### src/rtl/bcd_scan_ctrl.sv
// rtl/bcd_scan_ctrl.sv - multi-digit BCD up/down counter with run/pause sequencing and 7-segment scan
// Optional leading-zero blanking: define BCD_SCAN_LZB_EN.
module bcd_scan_ctrl #(
   parameter int DIGITS   = 4,
   parameter int TICK_DIV = 10,
   parameter int SCAN_DIV = 4
) (
   input  logic                  clk,
   input  logic                  rst_syn,
   input  logic                  load,
   input  logic [4*DIGITS-1:0]   load_val,
   input  logic                  en,
   input  logic                  up,
   output logic [4*DIGITS-1:0]   count,
   output logic [7:0]            seg,
   output logic [DIGITS-1:0]     an,
   output logic                  wrap,
   output logic                  load_err,
   output logic                  running
);

   localparam int TW = (TICK_DIV > 1) ? $clog2(TICK_DIV) : 1;
   localparam int SW = (SCAN_DIV > 1) ? $clog2(SCAN_DIV) : 1;
   localparam int IW = $clog2(DIGITS);
   localparam logic [TW-1:0] TICK_LAST = TW'(TICK_DIV - 1);
   localparam logic [SW-1:0] SCAN_LAST = SW'(SCAN_DIV - 1);
   localparam logic [IW-1:0] IDX_LAST  = IW'(DIGITS - 1);

   typedef enum logic [1:0] {IDLE, RUN, PAUSE} state_t;

   state_t              state, state_nx;
   logic [TW-1:0]       tick, tick_nx;
   logic                do_step;
   logic [4*DIGITS-1:0] load_clean, count_step;
   logic                load_bad, step_wrap, carry;
   logic [SW-1:0]       scan;
   logic [IW-1:0]       idx;
   logic [3:0]          digit_cur;
   logic [7:0]          seg_nx;

   function automatic logic [6:0] dec7(input logic [3:0] d);
      case (d)
         4'd0: dec7 = 7'h3F;
         4'd1: dec7 = 7'h06;
         4'd2: dec7 = 7'h5B;
         4'd3: dec7 = 7'h4F;
         4'd4: dec7 = 7'h66;
         4'd5: dec7 = 7'h6D;
         4'd6: dec7 = 7'h7D;
         4'd7: dec7 = 7'h07;
         4'd8: dec7 = 7'h7F;
         4'd9: dec7 = 7'h6F;
         default: dec7 = 7'h00;
      endcase
   endfunction

   // Sequencer: load forces IDLE; ticks only advance while RUN and enabled.
   always_comb begin
      state_nx = state;
      tick_nx  = tick;
      do_step  = 1'b0;
      if (load) begin
         state_nx = IDLE;
         tick_nx  = '0;
      end else begin
         case (state)
            IDLE: begin
               tick_nx = '0;
               if (en) state_nx = RUN;
            end
            RUN: begin
               if (!en) begin
                  state_nx = PAUSE;
               end else if (tick == TICK_LAST) begin
                  tick_nx = '0;
                  do_step = 1'b1;
               end else begin
                  tick_nx = tick + 1'b1;
               end
            end
            PAUSE: if (en) state_nx = RUN;
            default: begin
               state_nx = IDLE;
               tick_nx  = '0;
            end
         endcase
      end
   end

   always_comb begin
      load_clean = load_val;
      load_bad   = 1'b0;
      for (int k = 0; k < DIGITS; k++) begin
         if (load_val[4*k +: 4] > 4'd9) begin
            load_clean[4*k +: 4] = 4'd0;
            load_bad             = 1'b1;
         end
      end
   end

   // Ripple carry/borrow; a carry out of the top digit is the full-range wrap.
   always_comb begin
      count_step = count;
      carry      = 1'b1;
      for (int k = 0; k < DIGITS; k++) begin
         if (carry) begin
            if (up) begin
               if (count[4*k +: 4] == 4'd9) begin
                  count_step[4*k +: 4] = 4'd0;
               end else begin
                  count_step[4*k +: 4] = count[4*k +: 4] + 4'd1;
                  carry                = 1'b0;
               end
            end else begin
               if (count[4*k +: 4] == 4'd0) begin
                  count_step[4*k +: 4] = 4'd9;
               end else begin
                  count_step[4*k +: 4] = count[4*k +: 4] - 4'd1;
                  carry                = 1'b0;
               end
            end
         end
      end
      step_wrap = carry;
   end

   always_ff @(posedge clk) begin
      if (rst_syn) begin
         state    <= IDLE;
         tick     <= '0;
         count    <= '0;
         wrap     <= 1'b0;
         load_err <= 1'b0;
         running  <= 1'b0;
      end else begin
         state    <= state_nx;
         tick     <= tick_nx;
         running  <= (state_nx == RUN);
         wrap     <= 1'b0;
         load_err <= 1'b0;
         if (load) begin
            count    <= load_clean;
            load_err <= load_bad;
         end else if (do_step) begin
            count <= count_step;
            wrap  <= step_wrap;
         end
      end
   end

   assign digit_cur = count[4*idx +: 4];

`ifdef BCD_SCAN_LZB_EN
   logic [DIGITS-1:0] blank_vec;
   logic              hi_zero;

   always_comb begin
      blank_vec = '0;
      hi_zero   = 1'b1;
      for (int k = DIGITS - 1; k >= 1; k--) begin
         hi_zero      = hi_zero & (count[4*k +: 4] == 4'd0);
         blank_vec[k] = hi_zero;
      end
      seg_nx = blank_vec[idx] ? 8'h00 : {1'b0, dec7(digit_cur)};
   end
`else
   always_comb begin
      seg_nx = {1'b0, dec7(digit_cur)};
   end
`endif

   always_ff @(posedge clk) begin
      if (rst_syn) begin
         scan <= '0;
         idx  <= '0;
         seg  <= 8'h00;
         an   <= '1;
      end else begin
         seg <= seg_nx;
         an  <= ~(DIGITS'(1) << idx);
         if (scan == SCAN_LAST) begin
            scan <= '0;
            idx  <= (idx == IDX_LAST) ? '0 : idx + 1'b1;
         end else begin
            scan <= scan + 1'b1;
         end
      end
   end

endmodule

### config.mk
export PLATFORM = sky130hd
export DESIGN_NAME = bcd_scan_ctrl
export DESIGN_NICKNAME = d
export VERILOG_FILES = /design/src/rtl/bcd_scan_ctrl.sv
export SDC_FILE = /design/constraint.sdc
export NUM_CORES = 1
export LEC_CHECK = 0
export ABC_AREA = 1
export BUFFER_PORTS_ARGS = -buffer_cell sky130_fd_sc_hd__buf_4
export CORE_ASPECT_RATIO = 1.25
export CORE_MARGIN = 4
export CORE_UTILIZATION = 50
export CTS_CLUSTER_SIZE = 10
export DETAILED_ROUTE_END_ITERATION = 8
export HOLD_SLACK_MARGIN = 0.05
export MAX_ROUTING_LAYER = met4
export PLACE_DENSITY = 0.82
export SLEW_MARGIN = 30
export SYNTH_ARGS = -nofsm -noshare
export SYNTH_HDL_FRONTEND = slang
export SYNTH_SLANG_ARGS = --single-unit
export TNS_END_PERCENT = 20
### constraint.sdc
create_clock -name clk -period 3.6 [get_ports clk]
set_clock_uncertainty 0.1 [all_clocks]
set_input_delay 0.9 -clock clk [delete_from_list [all_inputs] [get_ports clk]]
set_output_delay 0.9 -clock clk [all_outputs]
set_load 0.01 [all_outputs]
==> results_dict.tcl, run 1 <==
set metrics [dict create \
    drt_wl_total_um 6320 \
    grt_use_met1 0.238 \
    syn-num-nets 446 \
    synth_warnings 0 \
    powerDensity_nw_per_um2 361 \
    tritoncts "done" \
    hp-class "reg2reg" \
    slowest_stage "dfxtp_1" \
    cts.sinks 40 \
    grt_pass1_wl_um 10800 \
    crit_chain "inv_2 -> a21oi_1 -> o21ai_1 -> nand2_1 -> inv_2 -> ha_1 -> inv_1 -> o21ai_0 -> nand2_1 -> a21oi_1" \
    status "completed" \
    drtAntennaViolNets 0 \
    n_antenna_cell 0 \
    fill_cells 516 \
    vias 2748 \
    slew_headroom 0.604 \
    cpPeakStageDelay_ps 700 \
    grt_max_degree 25 \
    dr.pass1.iters 4 \
    cts-root-buf "clkbuf_8" \
    multiInputGateArea_um2 1570 \
    critPathTopFamily "flip-flops" \
    gp_congestion 0.919 \
    drtIter0Drc 136 \
    holdBufCountCts 0 \
    nets 489 \
    clk_pin_slew_ps 80 \
    clockBufferDepth 2 \
    layout_min_cycle_time_ps 2190 \
    fin_ws_ps 1410 \
    grt_pass1_vias 2553 \
    ios 52 \
    cts_setup_buffers 0 \
    crit_required_ps 3720 \
    fmaxAchievable_ghz 0.456 \
    tns_ps 0 \
    portBuffers 50 \
    viasPerCell 5.31 \
    syn_area_um2 2630 \
    endpoint_kind "flop" \
    path_class "reg2reg" \
    worst_slew_pin_slew_ps 594 \
    hold_slack_ps 334 \
    r2r_slack_ps 1410 \
    globalRoute.busiestLayer "met2" \
    netlist_instances 412 \
    peakVddDrop_uv 184 \
    cp_max_fo 18 \
    slew_viol_final 0 \
    die_area_um2 6490 \
    drc 0 \
    row_count 29 \
    dp_hpwl_um 4880 \
    wl_per_cell_um 12.2 \
    ys_ff_latch 40 \
    cts_resized 0 \
    p_leak_nw 1.46 \
    final_cell_mix "89 x nand2_1, 53 x nor2_1, 50 x buf_4" \
    die_h_um 89.1 \
    rsz0062_at_grt "no" \
    cts_htree_levels 2 \
    fin_crit_sh 0.609 \
    die_w_um 72.9 \
    grt_usage 0.212 \
    syn_to_final_growth_pct 18.2 \
    regArea_um2 801 \
    use_met3 0.0371 \
    final-hold-violation-count 0 \
    layout_commonest_cell "nand2_1" \
    synth_cell_type_count 36 \
    drv_cap 0 \
    ys_seq_area_frac 0.305 \
    cts_buffers 5 \
    finalSetupViolations 0 \
    post-place-ws_ps 1340 \
    antenna_found_initial 0 \
    crit_buf_inv 3 \
    critPathArrivalTime_ps 2310 \
    syn_area_per_cell_um2 6.38 \
    coreArea_um2 5080 \
    initial_core_util 0.517 \
    start_kind "flop" \
    grt-ovfl-total 0 \
    fin_util 0.612 \
    grtUsageMet2 0.381 \
    clock_latency_ps 290 \
    drive_gt1_frac 0.195 \
]
[layout make-up]
class / count / share of cell area
multi-input combinational: 306 / 0.504
sequential: 40 / 0.258
timing repair buffer: 50 / 0.121
inverter: 52 / 0.0628
clock buffer: 7 / 0.0278
tap: 62 / 0.0250
clock inverter: 1 / 0.00242
[logic make-up (layout without fill, tap and decap cells)]
| kind of cell | after synthesis | after routing | synth area share |
|---|---|---|---|
| AO/OA/AOI/OAI | 92 | 92 | 0.193 |
| XOR/XNOR | 3 | 3 | 0.0100 |
| adder cells (fa/ha/maj) | 13 | 13 | 0.0619 |
| buffers and inverters | 66 | 110 | 0.0999 |
| flip-flops | 40 | 40 | 0.305 |
| other | 1 | 1 | 0.00143 |
| AND/OR/NAND/NOR | 197 | 197 | 0.329 |
[worst register-to-register path, delay by kind of cell (launching register included)]
kind	cells	cell delay (ps)
DFF	1	700
adders and majority gates	1	290
and+or+nand+nor	2	240
buffers and inverters	3	290
AOI/OAI and AO/OA	4	510
[synth_stat cells, drive strengths merged]
cell,number,area (um2)
nor3b,1,7.51
a21boi,1,7.51
nor2,59,236
nand4,3,25.0
a211oi,3,22.5
inv,52,195
conb,1,3.75
dfxtp,40,801
a41oi,1,8.76
xnor2,2,17.5
ha,13,163
o211ai,2,15.0
a31oi,3,18.8
nor4,2,12.5
clkbuf,6,22.5
o21ai,44,220
a22oi,1,7.51
nor3,4,20.0
buf,8,45.0
or2,1,6.26
xor2,1,8.76
nand2,93,359
o32ai,1,8.76
a21oi,35,190
a32oi,1,8.76
nand3,34,198
[registers in the layout (all words and copies together), names as in the netlist]
register / cells
count: 16
seg: 7
an: 4
tick: 4
idx: 2
scan: 2
state: 2
load_err: 1
running: 1
wrap: 1
[power breakdown]
part           leakage (nW)  internal, mW  total (mW)  switching, mW
Clock                0.0445         0.156       0.311          0.155
Combinational          1.09         0.123       0.298          0.175
Sequential            0.330         0.477       0.513         0.0352
[metrics by stage]
stage	instances	power [mW]	area [um2]
global route	518	1.20	3110
global placement	510	0.813	3010
floorplan	412	0.716	2630
finish	518	1.12	3110
CTS	518	1.13	3110
detailed placement	510	0.821	3010
[metal layers]
metal,vias up,wire [um]
met3,5,327
met4,0,65
li1,1434,-
met2,71,3280
met5,-,0
met1,1238,2640
[final timing paths]
| kind | startpoint | endpoint | cells past startpoint |
|---|---|---|---|
| setup reg to reg | idx[0] | seg[3] | 10 |
| hold reg to reg | scan[0] | scan[0] | 1 |
| setup / recovery | idx[0] | seg[3] | 10 |
| hold / removal | scan[0] | scan[0] | 1 |
Power figures use the tool's default switching activity.
==> run 2: changes to the inputs <==
Settings changed: PLACE_DENSITY 0.82 to 0.85.
Clock period 3.6 ns to 1.8 ns, I/O delays scaled along.
==> run 2 against run 1 <==
Effect of this change:
- worst setup slack got worse by 1300 ps
- register-to-register slack got worse by 1300 ps
- critical path depth did not move
- sequential share of layout area fell by 0.89 points
- worst hold slack got worse by 76 ps
- critical path type unchanged
- largest cell class unchanged
- via count rose by 5.7%
- sequential power rose by 97%
==> results_dict.tcl, run 2 (synthesis results as in run 1) <==
set metrics [dict create \
    status "completed" \
    dp_hpwl_um 5180 \
    gp_congestion 0.895 \
    p_leak_nw 1.55 \
    slowest_stage "dfxtp_4" \
    path_class "reg2reg" \
    antenna_found_initial 0 \
    cpPeakStageDelay_ps 380 \
    drc 0 \
    grt_max_degree 20 \
    drtIter0Drc 149 \
    cts_buffers 5 \
    layout_min_cycle_time_ps 1690 \
    dpl.cell_count 522 \
    fmaxAchievable_ghz 0.592 \
    drtAntennaViolNets 0 \
    startpoint "count[9]" \
    cp.depth 10 \
    critPathTopFamily "compound AO/OA/AOI/OAI gates" \
    fill_cells 478 \
    tritoncts "done" \
    tns_ps 0 \
    powerDensity_nw_per_um2 708 \
    fin_ws_ps 110 \
    die_h_um 89.1 \
    top_regs "count (16), seg (7)" \
    r2r_start "count[9]" \
    worstRegToRegCells 10 \
    drt_wl_total_um 6780 \
    place_area_um2 3110 \
    final-hold-violation-count 0 \
    layout_commonest_cell "nand2_1" \
    drv_cap 0 \
    finalSetupViolations 0 \
    intPower_mw 1.55 \
    final_cells 534 \
    final_cell_mix "90 x nand2_1, 64 x buf_4, 53 x nor2_1" \
    cts-root-buf "clkbuf_8" \
    clk_pin_slew_ps 80 \
    hold_path_end "state[1]" \
    fin_crit_sh 0.939 \
    viasPerCell 5.44 \
    dr.pass1.iters 7 \
    p_sw_frac 0.333 \
    crit_required_ps 1930 \
    cts_htree_levels 2 \
    initial_core_util 0.517 \
    crit_chain "inv_1 -> a21oi_1 -> o21ai_1 -> nand2_1 -> inv_2 -> ha_1 -> inv_1 -> o21ai_1 -> nand2_1 -> a21oi_1" \
    ios 52 \
    n_antenna_cell 0 \
    peakVddDrop_uv 454 \
    fin_util 0.645 \
    wl_per_cell_um 12.7 \
    pwr-share-clk 0.275 \
    clockBufferDepth 2 \
    row_count 29 \
    finalPower_mw 2.32 \
    post-place-ws_ps 37.2 \
    whs_path_depth 2 \
    critPathArrivalTime_ps 1820 \
    p_switching_mw 0.773 \
    vias 2905 \
    r2r_end "seg[3]" \
    start_kind "flop" \
    grt_pass1_vias 2678 \
    largest_register_ffs 16 \
    regMostFlops "count" \
    grt-ovfl-total 0 \
    slew_viol_final 0 \
    coreArea_um2 5080 \
    clock_latency_ps 300 \
    syn_to_final_growth_pct 24.6 \
    nets 505 \
    r2r_slack_ps 110 \
    cp_max_fo 6 \
    die_area_um2 6490 \
    p_seq_frac 0.437 \
    cts.sinks 40 \
    drive_gt1_frac 0.242 \
    die_w_um 72.9 \
    hp-class "in2reg" \
    grt_usage 0.220 \
    grt_pass1_wl_um 11100 \
    hold_slack_ps 257 \
    hold_start "en" \
    final_area_um2 3270 \
    power_frac_comb 0.288 \
    endpoint_kind "flop" \
    crit_buf_inv 3 \
    portBuffers 50 \
]
[run 2: timing repair]
action / 4_1_cts / 5_1_grt
gates resized for setup: 0 / 15
endpoints found under the setup margin: 0 / 14
hold buffers: 0 / 0
setup buffers: 0 / 3
[run 2: how the worst max path moves through the flow]
stage	to	slack (ps)
detailed placement	seg[3]	40
floorplan	seg[3]	50
CTS	seg[3]	9
finish	seg[3]	110
global placement	seg[3]	130
global route	count[12]	-5
[run 2: layout make-up]
class / count / area, um2 / area share
Clock buffer: 6 / 82.6 / 0.0252
Clock inverter: 2 / 15.0 / 0.00459
Inverter: 52 / 198 / 0.0604
Multi-Input combinational cell: 307 / 1600 / 0.489
Sequential cell: 40 / 815 / 0.249
Tap cell: 62 / 77.6 / 0.0237
Timing Repair Buffer: 65 / 485 / 0.148
[run 2: metal layers]
metal	global-route usage	share of wire	up-vias
li1	-	-	1464
met1	0.240	0.39	1327
met2	0.384	0.52	89
met3	0.0405	0.050	25
met4	0.107	0.037	0
met5	-	0	-
[run 2: worst register-to-register path, stage by stage, from the launching register on]
cell and delay (ps):
dfxtp_4 380, inv_1 90, a21oi_1 160, o21ai_1 100
nand2_1 100, inv_2 60, ha_1 270, inv_1 50
o21ai_1 120, nand2_1 70, a21oi_1 130
[run 2: power by group through the flow]
stage	Combinational, mW	Sequential (mW)	Clock (mW)
detailed placement	0.645	1.03	0
global route	0.752	1.02	0.690
finish	0.668	1.01	0.637
floorplan	0.384	1.05	0
global placement	0.627	1.03	0
CTS	0.648	1.01	0.652
==> run 3: changes to the inputs <==
Settings changed: CORE_ASPECT_RATIO 1.25 to default.
==> run 3 against run 2 <==
Effect of this change:
- worst setup slack hardly changed
- highest routed layer unchanged
- critical path type unchanged
- sequential power about the same
- count of clock-buffer cells in the layout decreased by 1
- clock power down 11%
==> results_dict.tcl, run 3 (synthesis results as in run 1) <==
set metrics [dict create \
    status "completed" \
    dr.pass1.iters 5 \
    hp-class "in2reg" \
    n_antenna_cell 0 \
    whs_path_depth 2 \
    cts_buffers 5 \
    die_area_um2 6480 \
    clk_pin_slew_ps 80 \
    gp_congestion 0.993 \
    holdBufCountCts 0 \
    hold_start "en" \
    crit_required_ps 1890 \
    final-hold-violation-count 0 \
    drc 0 \
    cts-root-buf "clkbuf_8" \
    fin_util 0.644 \
    pwr-share-clk 0.252 \
    cts.sinks 40 \
    layout_commonest_cell "nand2_1" \
    drv_cap 0 \
    wl_per_cell_um 13.1 \
    power_frac_comb 0.301 \
    hold_slack_ps 265 \
    grt_usage 0.236 \
    drtIter0Drc 207 \
    clock_latency_ps 290 \
    portBuffers 50 \
    coreArea_um2 5110 \
    grt_pass1_wl_um 11800 \
    viasPerCell 5.40 \
    initial_core_util 0.515 \
    critPathArrivalTime_ps 1780 \
    slew_viol_final 0 \
    vias 2929 \
    die_w_um 80.5 \
    top_regs "count (16), seg (7)" \
    finalSetupViolations 0 \
    p_switching_mw 0.759 \
    final_cell_mix "88 x nand2_1, 66 x buf_4, 53 x nor2_1" \
    start_kind "flop" \
    row_count 26 \
    grt-ovfl-total 0 \
    finalPower_mw 2.26 \
    regMostFlops "count" \
    drive_gt1_frac 0.250 \
    p_leak_nw 1.55 \
    hold_path_end "state[1]" \
    fin_crit_sh 0.939 \
    drt_wl_total_um 7130 \
    drtAntennaViolNets 0 \
    grt_pass1_vias 2719 \
    nets 506 \
    r2r_start "tick[1]" \
    worstRegToRegCells 11 \
    cts_htree_levels 2 \
    dp_hpwl_um 5450 \
    intPower_mw 1.50 \
    tritoncts "done" \
    layout_min_cycle_time_ps 1690 \
    clockBufferDepth 2 \
    fmaxAchievable_ghz 0.592 \
    tns_ps 0 \
    path_class "reg2reg" \
    antenna_found_initial 0 \
    endpoint_kind "flop" \
    largest_register_ffs 16 \
    powerDensity_nw_per_um2 688 \
    cp_max_fo 5 \
    ios 52 \
    peakVddDrop_uv 408 \
    syn_to_final_growth_pct 25.0 \
    die_h_um 80.5 \
    r2r_slack_ps 110 \
    grt_max_degree 20 \
    r2r_end "count[9]" \
    p_seq_frac 0.447 \
    rsz0062_at_grt "no" \
    p_sw_frac 0.336 \
]
[run 3: cell count changes in the layout (fill, tap and decap cells not counted), sizes merged]
cell / delta
clkinv: +1
nand2: -1
clkbuf: -1
buf: +2
clkinvlp: -1
[run 3: cell type report]
class                           instances  area, um2
Fill cell                             450       1820
Multi-Input combinational cell        306       1610
Sequential cell                        40        813
Timing Repair Buffer                   67        500
Inverter                               52        198
Tap cell                               70       87.6
Clock buffer                            5       68.8
Clock inverter                          2       12.5
[run 3: metrics by stage]
step	area (um2)	cells	setup slack, ps
2_1_floorplan	2640	412	46.6
3_3_place_gp	3140	532	135
3_5_place_dp	3140	532	73.6
4_1_cts	3220	539	55.7
5_1_grt	3290	542	17.1
6_report	3290	542	110
[run 3: timing repair]
action | in CTS | in global routing
resized for setup | 0 | 18
buffers inserted | 0 | 3
setup endpoints to repair | 0 | 15
[run 3: power by group through the flow]
stage | combinational, mW | clock [mW] | sequential [mW]
after floorplan | 0.384 | 0 | 1.05
after global placement | 0.639 | 0 | 1.03
after detailed placement | 0.656 | 0 | 1.03
after CTS | 0.660 | 0.580 | 1.01
after global routing | 0.763 | 0.623 | 1.02
final | 0.681 | 0.570 | 1.01
[run 3: per-layer routing]
metal | part of all wire | vias to the layer above | GRT usage
met4 | 0.027 | 0 | 0.103
met5 | 0 | - | -
li1 | - | 1465 | -
met1 | 0.42 | 1314 | 0.288
met2 | 0.47 | 131 | 0.377
met3 | 0.080 | 19 | 0.0482
[run 3: critical path, stage by stage (launching register included)]
cell and delay (ps):
dfxtp_2 340, inv_1 50, ha_1 150, nand2_2 80
nor2_4 140, nand3_4 110, a21oi_4 200, nand2_2 120
nand2_4 90, inv_2 60, nor2_2 100, nor2_1 50
[run 3: worst max path at each step]
stage | start | slack, ps | cells past startpoint | endpoint
after detailed placement | idx[1] | 70 | 8 | seg[3]
final | tick[1] | 110 | 11 | count[9]
after global routing | tick[1] | 20 | 11 | count[9]
after CTS | idx[1] | 60 | 8 | seg[3]
after floorplan | idx[0] | 50 | 9 | seg[3]
after global placement | idx[1] | 140 | 8 | seg[3]
